### src/rtl/fc_mac_engine.sv
// fc_mac_engine: serial multiply-accumulate engine for one fully connected layer.
// For each output neuron j it streams IN_SZ weights plus one bias from an external
// weight memory (one-cycle read latency), accumulates w[j][k]*x[k] + (b[j] << FRAC),
// then writes the rounded-down, saturated result to the next layer's neuron store.
//
// Optional feature: define FC_MAC_RELU_EN to clamp negative results to zero.
//
// Ports:
//   clk, rst      clock, synchronous active-high reset
//   start         one-cycle evaluate request, honoured only while idle
//   in_values     IN_SZ packed SIZE-bit input neuron values (element i = x[i])
//   weight_addr   weight memory address (holds its last value outside MAC)
//   weight_data   weight memory read data, valid the cycle after weight_addr
//   load_en       write strobe to the next layer's neuron store
//   load_value    neuron value to write (held when load_en is low)
//   load_address  neuron index to write (held when load_en is low)
//   busy          high while computing or writing
//   done          one-cycle pulse after the last neuron is written
module fc_mac_engine #(
  parameter int unsigned SIZE   = 16,
  parameter int unsigned IN_SZ  = 10,
  parameter int unsigned OUT_SZ = 10,
  parameter int unsigned FRAC   = 8
) (
  input  logic                        clk,
  input  logic                        rst,
  input  logic                        start,
  input  logic [IN_SZ-1:0][SIZE-1:0]  in_values,
  output logic [SIZE-1:0]             weight_addr,
  input  logic [SIZE-1:0]             weight_data,
  output logic                        load_en,
  output logic [SIZE-1:0]             load_value,
  output logic [SIZE-1:0]             load_address,
  output logic                        busy,
  output logic                        done
);

  // Wide enough that IN_SZ full-scale products plus a shifted bias cannot overflow.
  localparam int unsigned AW = 2 * SIZE + $clog2(IN_SZ + 1);
  localparam int unsigned KW = $clog2(IN_SZ + 2);
  localparam int unsigned JW = (OUT_SZ > 1) ? $clog2(OUT_SZ) : 1;

  typedef enum logic [1:0] {StIdle, StMac, StWrite, StDone} state_e;

  state_e                       state_q, state_d;
  logic [KW-1:0]                k_q, k_d;
  logic [JW-1:0]                j_q, j_d;
  logic signed [AW-1:0]         acc_q, acc_d;
  logic [IN_SZ-1:0][SIZE-1:0]   x_q, x_d;
  logic [SIZE-1:0]              waddr_q, waddr_d;
  logic [SIZE-1:0]              lval_q, lval_d;
  logic [SIZE-1:0]              laddr_q, laddr_d;

  logic [SIZE-1:0]              x_sel;
  logic signed [2*SIZE-1:0]     prod;
  logic signed [AW-1:0]         prod_ext;
  logic signed [AW-1:0]         bias_ext;
  logic signed [AW-1:0]         shifted;
  logic [AW-SIZE:0]             hi_bits;
  logic [SIZE-1:0]              sat;
  logic [SIZE-1:0]              result;

  // Datapath: in MAC cycle k the read data belongs to the address of cycle k-1.
  always_comb begin
    x_sel = '0;
    for (int i = 0; i < int'(IN_SZ); i++) begin
      if (k_q == KW'(i + 1)) x_sel = x_q[i];
    end
    prod     = $signed(weight_data) * $signed(x_sel);
    prod_ext = {{(AW - 2 * SIZE){prod[2*SIZE-1]}}, prod};
    bias_ext = {{(AW - SIZE - FRAC){weight_data[SIZE-1]}}, weight_data, {FRAC{1'b0}}};
    shifted  = acc_q >>> FRAC;
    // In range iff all bits above the result's sign bit match it.
    hi_bits  = shifted[AW-1:SIZE-1];
    if (hi_bits == '0 || hi_bits == '1) begin
      sat = shifted[SIZE-1:0];
    end else if (shifted[AW-1]) begin
      sat = {1'b1, {(SIZE - 1){1'b0}}};
    end else begin
      sat = {1'b0, {(SIZE - 1){1'b1}}};
    end
`ifdef FC_MAC_RELU_EN
    result = sat[SIZE-1] ? '0 : sat;
`else
    result = sat;
`endif
  end

  always_comb begin
    state_d = state_q;
    k_d     = k_q;
    j_d     = j_q;
    acc_d   = acc_q;
    x_d     = x_q;
    waddr_d = waddr_q;
    lval_d  = lval_q;
    laddr_d = laddr_q;
    unique case (state_q)
      StIdle: begin
        if (start) begin
          x_d     = in_values;
          j_d     = '0;
          k_d     = '0;
          acc_d   = '0;
          state_d = StMac;
        end
      end
      StMac: begin
        if (k_q <= KW'(IN_SZ)) begin
          waddr_d = SIZE'(32'(j_q) * (IN_SZ + 1) + 32'(k_q));
        end
        if (k_q == KW'(IN_SZ + 1)) begin
          acc_d   = acc_q + bias_ext;
          state_d = StWrite;
        end else begin
          if (k_q != '0) acc_d = acc_q + prod_ext;
          k_d = k_q + 1'b1;
        end
      end
      StWrite: begin
        lval_d  = result;
        laddr_d = SIZE'(j_q);
        if (j_q == JW'(OUT_SZ - 1)) begin
          state_d = StDone;
        end else begin
          j_d     = j_q + 1'b1;
          k_d     = '0;
          acc_d   = '0;
          state_d = StMac;
        end
      end
      StDone: state_d = StIdle;
      default: state_d = StIdle;
    endcase
  end

  always_ff @(posedge clk) begin
    if (rst) begin
      state_q <= StIdle;
      k_q     <= '0;
      j_q     <= '0;
      acc_q   <= '0;
      x_q     <= '0;
      waddr_q <= '0;
      lval_q  <= '0;
      laddr_q <= '0;
    end else begin
      state_q <= state_d;
      k_q     <= k_d;
      j_q     <= j_d;
      acc_q   <= acc_d;
      x_q     <= x_d;
      waddr_q <= waddr_d;
      lval_q  <= lval_d;
      laddr_q <= laddr_d;
    end
  end

  // Outputs follow the next-state values so the address and write data appear in
  // the same cycle they are generated, while holding their value otherwise.
  assign weight_addr  = waddr_d;
  assign load_value   = lval_d;
  assign load_address = laddr_d;
  assign load_en      = (state_q == StWrite);
  assign busy         = (state_q == StMac) || (state_q == StWrite);
  assign done         = (state_q == StDone);

endmodule

### config.mk
export PLATFORM = sky130hd
export DESIGN_NAME = fc_mac_engine
export DESIGN_NICKNAME = d
export VERILOG_FILES = /design/src/rtl/fc_mac_engine.sv
export SDC_FILE = /design/constraint.sdc
export NUM_CORES = 2
export LEC_CHECK = 0
export BUFFER_PORTS_ARGS = -buffer_cell sky130_fd_sc_hd__buf_2
export CORE_ASPECT_RATIO = 1.1
export CORE_MARGIN = 2
export CORE_UTILIZATION = 30
export CTS_BUF_LIST = sky130_fd_sc_hd__clkbuf_4 sky130_fd_sc_hd__clkbuf_8 sky130_fd_sc_hd__clkbuf_16
export DETAILED_ROUTE_END_ITERATION = 8
export GPL_TIMING_DRIVEN = 0
export SYNTH_ARGS = -nofsm -noshare
export SYNTH_HDL_FRONTEND = slang
export SYNTH_SLANG_ARGS = --single-unit
### constraint.sdc
create_clock -name clk -period 19.1 [get_ports clk]
set_clock_uncertainty 0.15 [all_clocks]
set_input_delay 3.82 -clock clk [delete_from_list [all_inputs] [get_ports clk]]
set_output_delay 3.82 -clock clk [all_outputs]
set_load 0.05 [all_outputs]
==> flow_summary_export.csv <==
group,metric,value,unit
outcome,status,"finished, final reports clean",
sta,period_needed,11040,ps
synth,synth_cell_type_count,64,
sta,hold_ws,301,ps
synth,synth.cell_area,24100,um^2
placed_design,place.gp.congestion,0.887,
sta,period_share,57.8,%
pwr,ir_drop,76.8,uV
critical_path,worstPathRequired,19380,ps
synth,synth_edf_count,0,
synth,ys.flop_type,"dfxtp_1",
sta,fin_setup_tns,0,ps
critical_path,critPathMaxStageDelay,880,ps
hold_path,hp-class,"flip-flop to flip-flop",
clock_network,cts_setup_buffers,0,
flow_run,maxCapViolations,0,
pwr,switching_power,940,uW
critical_path,path_cells,"buf_2, clkbuf_1, nand2_1, fa_1, fa_1, fa_1, inv_1, fa_1, fa_1, inv_1, fa_1, inv_1, ha_1, and3_1, nand4_1, or4_4, a41oi_2, nor4_1, or4_1, xnor2_1, a2111oi_1",
critical_path,criticalPathCategory,"input pin to flip-flop",
pwr,power_density,79.8,nW/um^2
critical_path,r2r_slack,8090,ps
floorplanning,coreArea,79200,um^2
critical_path,endpoint_kind,"flip-flop",
global_route,groute.usage.overall,18.2,%
synth,synth_commonest_cells,"547 x nand2_1, 403 x inv_1, 318 x fa_1, 276 x a21oi_1, 254 x dfxtp_1",
synth,synth.area.mux_share,0.556,%
pwr,p_comb_share,44.0,%
sta,setup_violations,0,
sta,maxSlewHeadroom,11.5,%
sta,tightest_slew,1330,ps
global_route,grt_pass1_vias,20800,
global_route,grt_pass1_wl,117000,um
synth,syn_inst,2890,
critical_path,cp_data_arrival_time,11320,ps
synth,ys_warn_count,0,
pwr,p_leak,0.0131,uW
synth,ys_ff_latch,254,
synth,synth_top_family_by_area,"adder cells",
synth,yosysMostFrequentCell,"nand2_1",
synth,synth_xor_area_share,2.26,%
global_route,grt_max_degree,20,
placed_design,numPortBuffers,228,
synth,yosysTopAreaCell,"fa_1",
detailed_routing,first_pass_iters,6,
cells_and_area,multi_input_area,16900,um^2
floorplanning,floorplan.initialDensity,30.4,%
cells_and_area,layout-drive-gt1-share,9.34,%
synth,async_flop_share,0,%
sta,drv_slew,0,
detailed_routing,ant_nets,0,
synth,synth_top_area_share,26.4,%
detailed_routing,wl_per_cell,17.6,um
pwr,clkPwrFrac,26.1,%
cells_and_area,nets,3808,
cells_and_area,area_growth,14.4,%
detailed_routing,vias,20100,
detailed_routing,totalWireLength,74300,um
clock_network,postCtsHoldBufs,0,
clock_network,root_buffer,"clkbuf_16",
clock_network,clock_sinks,254,
floorplanning,die_h,301,um
critical_path,path_max_fanout,16,
cells_and_area,fin_util,34.8,%
synth,synthAdderAreaFrac,34.9,%
critical_path,slowest_stage,"fa_1",
sta,fmax,90.6,MHz
critical_path,crit_path_start_kind,"input pin",
synth,synth.net_count,3549,
critical_path,crit_top_cell,"fa_1",
sta,hold_violations,0,
placed_design,hpwl,62400,um
clock_network,cts_tree,"done",
clock_network,cts.path.max_buffers,3,
detailed_routing,drtIter0Drc,1080,
pwr,fin_total_pwr,2200,uW
clock_network,ctsHtreeMaxLevel,1,
synth,synth-compound-area-share,13.9,%
clock_network,clk_latency,590,ps
global_route,grt-ovfl-total,0,
pwr,power_frac_seq,30.0,%
clock_network,cts_resized,0,
clock_network,numCtsBuffers,28,
detailed_routing,avgViaCountPerCell,4.77,
detailed_routing,drc,0,
cells_and_area,ff_latch_area,5080,um^2
synth,synth_simple_gate_area_share,18.8,%
pwr,intPower,1260,uW
floorplanning,dieArea,82500,um^2
sta,rsz0062_at_grt,"no",
floorplanning,die_w,274,um
synth,yosysSeqAreaShare,21.1,%
global_route,antenna_found_initial,4,
pwr,netSwitchingFraction,42.8,%
floorplanning,core.rowCount,108,
synth,ys_top_cells_by_area,"fa_1 26%, dfxtp_1 21%, nand2_1 8.5%, ha_1 8.4%, inv_1 6.3%",
floorplanning,io-pin-count,230,
cells_and_area,n_fill_cell,8429,
clock_network,clk_pin_slew,60,ps
synth,avgSynthCellArea,8.33,um^2
==> final cells by class <==
cell class                      count  share of cell area [%]
Tap cell                         1045                    4.75
Timing Repair Buffer              229                    4.17
Antenna cell                        5                  0.0454
Inverter                          403                    5.49
Clock inverter                     14                   0.682
Clock buffer                       37                    2.90
Multi-Input combinational cell   2087                    61.5
Sequential cell                   254                    18.5
Buffer                            146                    1.99
==> state kept, by name (all words and copies together), names as in the netlist <==
name     count
acc_q       36
j_q          4
k_q          4
laddr_q     16
lval_q      16
state_q      2
waddr_q     16
x_q        160
==> worst max-delay path: cells and delay by family <==
family,cells,cell delay (ps)
fa+ha+maj,7,3740
simple gates,6,1780
buf+inv,5,970
compound gates,2,750
xor+xnor,1,230
==> cells by family (layout without fill, tap and decap cells) <==
kind of cell / count (synthesis) / count (layout)
DFF: 254 / 254
buffers and inverters: 549 / 829
and+or+nand+nor: 984 / 984
adders and majority gates: 480 / 480
xor gates and xnor gates: 62 / 62
other: 0 / 5
AOI/OAI and AO/OA: 549 / 549
muxes: 12 / 12
==> layer usage <==
| layer | vias to the layer above | routed length (um) | GRT usage [%] |
|---|---|---|---|
| li1 | 9763 | - | - |
| met1 | 9706 | 32800 | 24.0 |
| met2 | 518 | 34400 | 30.1 |
| met3 | 129 | 3930 | 2.61 |
| met4 | 0 | 3130 | 7.31 |
| met5 | - | 0 | 0 |
==> stage by stage <==
step / cell area (um^2) / cells / worst slack, ps
after floorplan: 24100 / 2890 / 8790
after global placement: 26500 / 4163 / 7520
after detailed placement: 26500 / 4163 / 7520
after CTS: 27500 / 4214 / 8060
after global routing: 27500 / 4216 / 7640
final: 27500 / 4220 / 8060
==> path summary, 6_finish.rpt <==
check / endpoint / from / cells after the start
hold / removal: x_q[135] / x_q[135] / 2
setup reg to reg: acc_q[35] / k_q[0] / 30
hold reg to reg: x_q[135] / x_q[135] / 2
setup / recovery: acc_q[35] / weight_data[15] / 21
==> power groups by stage <==
stage	clock [uW]	sequential, uW	combinational (uW)
after global placement	0	667	955
after global routing	604	666	1080
after floorplan	0	650	674
after CTS	581	657	971
final	573	658	965
after detailed placement	0	668	958
==> layout by cell type (no fill, tap or decap), drive strengths merged, types with 11 or more instances in the layout <==
cell type and count:
ha 162, and2 87, fa 318, inv 404, o211ai 16, mux2 11
clkbuf 181, a21oi 276, nor3 14, dfxtp 254, a21o 33, nor2 124
buf 231, nor2b 125, a221oi 18, and3b 14, xor2 24, o21ai 79
nand2b 15, o311ai 16, a22oi 27, nand3 11, nand2 547, a211oi 11
o21a 13, xnor2 38
(Power assumes the default switching activity.)
